==> src/rtl/cms_ctrl_sequencer.sv <==
// cms_ctrl_sequencer: replays a loaded (addr, data) table onto the CMS control
// bus as isolated write strobes, holding the monitor disabled while it runs.
// Optional build macro CMS_CTRL_SEQ_WRCOUNT_EN adds a saturating strobe counter
// output wr_count.
module cms_ctrl_sequencer #(
  parameter int ADDR_WIDTH = 8,
  parameter int DATA_WIDTH = 64,
  parameter int DEPTH      = 16,
  parameter int GAP_CYCLES = 1
) (
  input  logic                       clk,
  input  logic                       rst,
  input  logic                       host_wr_en,
  input  logic [$clog2(DEPTH)-1:0]   host_wr_idx,
  input  logic [ADDR_WIDTH-1:0]      host_wr_addr,
  input  logic [DATA_WIDTH-1:0]      host_wr_data,
  input  logic [$clog2(DEPTH):0]     host_count,
  input  logic                       start,
  input  logic                       abort,
  output logic                       busy,
  output logic                       done,
  output logic                       host_err,
  output logic [ADDR_WIDTH-1:0]      ctrl_addr,
  output logic [DATA_WIDTH-1:0]      ctrl_wdata,
  output logic                       ctrl_write_enable,
  output logic                       cms_en
`ifdef CMS_CTRL_SEQ_WRCOUNT_EN
  , output logic [15:0]              wr_count
`endif
);
  localparam int IW = $clog2(DEPTH);
  localparam int GW = (GAP_CYCLES > 1) ? $clog2(GAP_CYCLES) : 1;
  localparam logic [IW:0]   DEPTH_V = (IW+1)'(DEPTH);
  localparam logic [GW-1:0] GAP_END = GW'(GAP_CYCLES - 1);

  typedef enum logic [2:0] {S_IDLE, S_SETUP, S_STROBE, S_GAP, S_DONE} state_e;

  state_e                state_q, state_d;
  logic [IW:0]           idx_q, idx_d, cnt_q, cnt_d, cnt_sat;
  logic [GW-1:0]         gap_q, gap_d;
  logic [ADDR_WIDTH-1:0] tab_addr_q [DEPTH];
  logic [DATA_WIDTH-1:0] tab_data_q [DEPTH];

  logic [ADDR_WIDTH-1:0] addr_q, addr_d;
  logic [DATA_WIDTH-1:0] wdata_q, wdata_d;
  logic                  we_q, we_d, busy_q, busy_d, done_q, done_d;
  logic                  err_q, err_d, en_q, en_d;
`ifdef CMS_CTRL_SEQ_WRCOUNT_EN
  logic [15:0]           wr_cnt_q;
`endif

  assign cnt_sat = (host_count > DEPTH_V) ? DEPTH_V : host_count;

  // State, sequencing counters, table storage and registered outputs.
  always_ff @(posedge clk) begin
    if (rst) begin
      state_q <= S_IDLE;
      idx_q   <= '0;
      cnt_q   <= '0;
      gap_q   <= '0;
      addr_q  <= '0;
      wdata_q <= '0;
      we_q    <= 1'b0;
      busy_q  <= 1'b0;
      done_q  <= 1'b0;
      err_q   <= 1'b0;
      en_q    <= 1'b1;
      for (int i = 0; i < DEPTH; i++) begin
        tab_addr_q[i] <= '0;
        tab_data_q[i] <= '0;
      end
`ifdef CMS_CTRL_SEQ_WRCOUNT_EN
      wr_cnt_q <= '0;
`endif
    end else begin
      state_q <= state_d;
      idx_q   <= idx_d;
      cnt_q   <= cnt_d;
      gap_q   <= gap_d;
      addr_q  <= addr_d;
      wdata_q <= wdata_d;
      we_q    <= we_d;
      busy_q  <= busy_d;
      done_q  <= done_d;
      err_q   <= err_d;
      en_q    <= en_d;
      if (host_wr_en && state_q == S_IDLE) begin
        tab_addr_q[host_wr_idx] <= host_wr_addr;
        tab_data_q[host_wr_idx] <= host_wr_data;
      end
`ifdef CMS_CTRL_SEQ_WRCOUNT_EN
      if (state_d == S_STROBE && wr_cnt_q != 16'hFFFF) wr_cnt_q <= wr_cnt_q + 16'd1;
`endif
    end
  end

  // Next-state: walk SETUP -> STROBE -> GAP per entry; abort wins over everything.
  always_comb begin
    state_d = state_q;
    idx_d   = idx_q;
    cnt_d   = cnt_q;
    gap_d   = gap_q;
    case (state_q)
      S_IDLE: if (start) begin
        cnt_d   = cnt_sat;
        idx_d   = '0;
        state_d = (cnt_sat == '0) ? S_DONE : S_SETUP;
      end
      S_SETUP:  state_d = S_STROBE;
      S_STROBE: begin
        state_d = S_GAP;
        gap_d   = '0;
      end
      S_GAP: if (gap_q == GAP_END) begin
        gap_d   = '0;
        idx_d   = idx_q + 1'b1;
        state_d = ((idx_q + 1'b1) == cnt_q) ? S_DONE : S_SETUP;
      end else begin
        gap_d = gap_q + 1'b1;
      end
      S_DONE:   state_d = S_IDLE;
      default:  state_d = S_IDLE;
    endcase
    if (abort && state_q != S_IDLE) state_d = S_IDLE;
  end

  // Outputs are decoded from the next state so they land in the same cycle as it.
  always_comb begin
    addr_d  = addr_q;
    wdata_d = wdata_q;
    we_d    = (state_d == S_STROBE);
    busy_d  = (state_d == S_SETUP) || (state_d == S_STROBE) || (state_d == S_GAP);
    done_d  = (state_d == S_DONE);
    en_d    = !busy_d;
    err_d   = (state_q != S_IDLE) && (host_wr_en || start);
    if (state_d == S_SETUP) begin
      addr_d  = tab_addr_q[idx_d[IW-1:0]];
      wdata_d = tab_data_q[idx_d[IW-1:0]];
    end
  end

  assign busy              = busy_q;
  assign done              = done_q;
  assign host_err          = err_q;
  assign ctrl_addr         = addr_q;
  assign ctrl_wdata        = wdata_q;
  assign ctrl_write_enable = we_q;
  assign cms_en            = en_q;
`ifdef CMS_CTRL_SEQ_WRCOUNT_EN
  assign wr_count          = wr_cnt_q;
`endif
endmodule

==> config.mk <==
export PLATFORM = sky130hd
export DESIGN_NAME = cms_ctrl_sequencer
export DESIGN_NICKNAME = d
export VERILOG_FILES = /design/src/rtl/cms_ctrl_sequencer.sv
export SDC_FILE = /design/constraint.sdc
export NUM_CORES = 2
export LEC_CHECK = 0
export ABC_AREA = 1
export BUFFER_PORTS_ARGS = -buffer_cell sky130_fd_sc_hd__buf_2
export CAP_MARGIN = 20
export CELL_PAD_IN_SITES_DETAIL_PLACEMENT = 0
export CELL_PAD_IN_SITES_GLOBAL_PLACEMENT = 2
export CORE_ASPECT_RATIO = 0.9
export CORE_MARGIN = 2
export CORE_UTILIZATION = 40
export CTS_CLUSTER_SIZE = 24
export DETAILED_ROUTE_END_ITERATION = 7
export HOLD_SLACK_MARGIN = 0.15
export PLACE_DENSITY_LB_ADDON = 0.08
export SLEW_MARGIN = 30
export SYNTH_ARGS = -nofsm -noshare
export SYNTH_HDL_FRONTEND = slang
export SYNTH_SLANG_ARGS = --single-unit
==> constraint.sdc <==
create_clock -name clk -period 5.37 [get_ports clk]
set_input_delay 1.611 -clock clk [delete_from_list [all_inputs] [get_ports clk]]
set_output_delay 1.611 -clock clk [all_outputs]
set_load 0.02 [all_outputs]
==> results by group <==
Floorplanning
  – Starting Density: 40.3%
  – DIE HEIGHT: 365 um
  – Floorplan core area: 0.144 mm2
  – Ports: 163
  – Standard-cell rows: 132
  – DIE WIDTH: 405 um
  – Die ar.: 0.148 mm2

Synthesis
  – FFs w/ async S/R, synth: 0%
  – Leading area contributor after synthesis: edfxtp_1
  – Post-synth EDFFs: 1152
  – Average size of a mapped cell: 9.07 um2
  – Most frequent cells after synthesis: 1757 x nand2_1, 1317 x nor2_1, 1152 x edfxtp_1
  – Sequential-to-total area share from yosys stat: 62.9%
  – Synth Instances: 6378
  – Count leader, synth: nand2_1
  – FF+latch count, synth: 1242
  – Unique masters post-synth: 29
  – Synth area leaders: edfxtp_1 60%, nand2_1 11%, nand3_1 9.5%, nor2_1 8.5%, dfxtp_1 3.1%
  – Synthesized Nets: 6465
  – Synth Warn #: 0
  – Synth top area share: 59.8%
  – Mapped Area: 0.0579 mm2
  – Main synth FF type: edfxtp_1

Critical path
  – Reg2reg end: tab_data_q[6][24]
  – Worst Path Required: 5.84 ns
  – Endpoint type of the worst setup path: register
  – Crit Path Class: input port to register
  – FF-to-FF setup slack: 2.18 ns
  – CP arrival: 4.12 ns
  – Setup crit start: rst
  – End point of the critical path: tab_data_q[3][12]
  – Crit path max fanout: 46
  – FF-to-FF path depth: 9
  – Launching element type of the critical path: input port
  – Worst R2R Start: state_q[1]

Detailed routing
  – 1st-iter DRT viols: 3584
  – Number of routed nets with antenna violations: 0
  – Wirelength per Cell: 23.1 um
  – Via/cell ratio: 5.27
  – Routed WL: 191000 um
  – TritonRoute pass-1 iters: 5
  – Post-route DRC: 0
  – Via count: 43691

Timing
  – Final setup viols: 0
  – Final hold violations: 0
  – Least-Margin Pin Slew: 0.948 ns
  – Peak Freq: 0.274 GHz
  – Final setup TNS: 0 ns
  – Rel. slew slack: 36.8%
  – Tcrit/Tclk final: 67.9%
  – RSZ-0062 raised after global routing: no
  – Setup Skew: 0.0190 ns
  – Tmin final: 3.65 ns
  – Slew Limit Fails: 0

Pwr
  – Switching Share: 23.3%
  – Flop pwr share: 49.3%
  – NetSw: 5.26 mW
  – Static Leak: 28.2 nW
  – Max IR drop VDD: 0.000325 V
  – Internal: 17.3 mW
  – Clock network fraction of design power: 44.0%
  – Pwr Density: 345 mW/mm2
  – Logic pwr share: 6.7%

Global routing
  – Global-route wire length before repair: 284000 um
  – Antenna violations before repair: 4
  – GRT overflow: 0
  – Gr usage total: 25.9%
  – Largest net degree at the start of global routing: 145
  – Vias in the first global route: 42159

Clock network
  – CTS tree: yes
  – CTS Buf Count: 142
  – Clock Latency Late Sink: 0.77 ns
  – Clk root buf: clkbuf_16
  – CTS resizes: 0
  – Clock Pin Slew Worst Setup and Hold Paths: 0.06 ns
  – Setup bufs post-CTS: 0
  – Hold buffers post-CTS: 0
  – Htree depth: 4
  – Clock sink total: 1242
  – Max Buffers Root-to-Sink: 3

Placed design
  – RePlAce Congestion: 0.748
  – DP Cell Count: 8030
  – Port Buffers: 162
  – DP HPWL: 98600 um

Job
  – Max cap viols: 0

Finish
  – Area Growth Syn to Fin: 12.9%
  – Nets@finish: 6385
  – Fin cells: 8292
  – Share of cells above drive strength 1: 8.46%
  – Final Util: 45.5%

Outcome
  – Status: completed

Worst hold path
  – Worst min path class: register to register
  – WHS Path Cells: 2
==> cells by family (layout without fill, tap and decap cells) <==
| logic type | count (synthesis) | after routing | share of synthesized area, % |
|---|---|---|---|
| AOI/OAI and AO/OA | 18 | 18 | 0.167 |
| adders and majority gates | 1 | 1 | 0.0216 |
| buffers and inverters | 878 | 915 | 6.59 |
| DFF | 1242 | 1242 | 62.9 |
| other | 0 | 1 | 0 |
| and+or+nand+nor | 4239 | 4239 | 30.3 |
==> final cells by class <==
cell class                      count  area (um2)
Inverter                          368        1400
Sequential cell                  1242       36400
Tap cell                         1876        2350
Antenna cell                        1        2.50
Clock buffer                      204        4160
Fill cell                       13828       78300
Clock inverter                     57         558
Timing Repair Buffer              286        2490
Multi-Input combinational cell   4258       18000
==> metrics by stage <==
stage / hold slack [ns] / power, mW / cell area, um2 / setup WS (ns)
2_1_floorplan: 0.444 / 12.2 / 57900 / 0.921
3_3_place_gp: 0.462 / 12.8 / 60600 / 1.02
3_5_place_dp: 0.469 / 12.9 / 60600 / 0.990
4_1_cts: 0.478 / 22.8 / 65400 / 1.83
5_1_grt: 0.510 / 23.3 / 65400 / 1.65
6_report: 0.474 / 22.6 / 65400 / 1.72
==> layer usage <==
| layer | track usage (%) | up-vias | routed length [um] |
|---|---|---|---|
| li1 | - | 20651 | - |
| met1 | 36.4 | 21490 | 86900 |
| met2 | 42.4 | 1315 | 89600 |
| met3 | 3.70 | 233 | 10800 |
| met4 | 6.34 | 2 | 3990 |
| met5 | 0 | - | 9 |
==> worst min-delay path by stage <==
stage / startpoint / endpoint / slack (ns)
finish: cnt_q[2] / cnt_q[2] / 0.47
global route: cnt_q[3] / cnt_q[3] / 0.51
CTS: cnt_q[2] / cnt_q[2] / 0.48
detailed placement: cnt_q[2] / cnt_q[2] / 0.47
global placement: cnt_q[3] / cnt_q[3] / 0.46
floorplan: cnt_q[1] / cnt_q[1] / 0.44
==> critical path: stages <==
cell     delay [ns]
buf_2          0.28
inv_6          0.19
nand3_1        0.25
inv_1          0.22
nand3_4        0.12
buf_4          0.46
buf_4          0.80
nor2_1         0.08
==> registers in the layout (all words and copies together), names as in the netlist, 3 cells and up <==
| signal | count |
|---|---|
| tab_data_q | 1024 |
| ctrl_wdata | 64 |
| idx_q | 5 |
| state_q | 3 |
| tab_addr_q | 128 |
| ctrl_addr | 8 |
| cnt_q | 5 |
==> power by group through the flow <==
stage | sequential, mW | clock (mW) | combinational, mW
floorplan | 11.4 | 0 | 0.834
global placement | 11.3 | 0 | 1.53
detailed placement | 11.3 | 0 | 1.54
CTS | 11.1 | 10.1 | 1.54
global route | 11.2 | 10.5 | 1.70
finish | 11.1 | 9.92 | 1.51
==> layout by cell type, fill, tap and decap left out, types with 8 or more instances in the layout <==
master     count
inv_1        359
nand2_1     1729
nand2_4       28
buf_2        162
dfxtp_1       90
a21oi_1        8
nand3_1     1094
buf_4         61
clkinv_2      19
bufinv_16     11
clkbuf_16    154
edfxtp_1    1152
clkbuf_8      12
nand3b_1      51
nor2_1      1317
clkbuf_1      38
clkinv_1      22
buf_12        58
(Power assumes the default switching activity.)
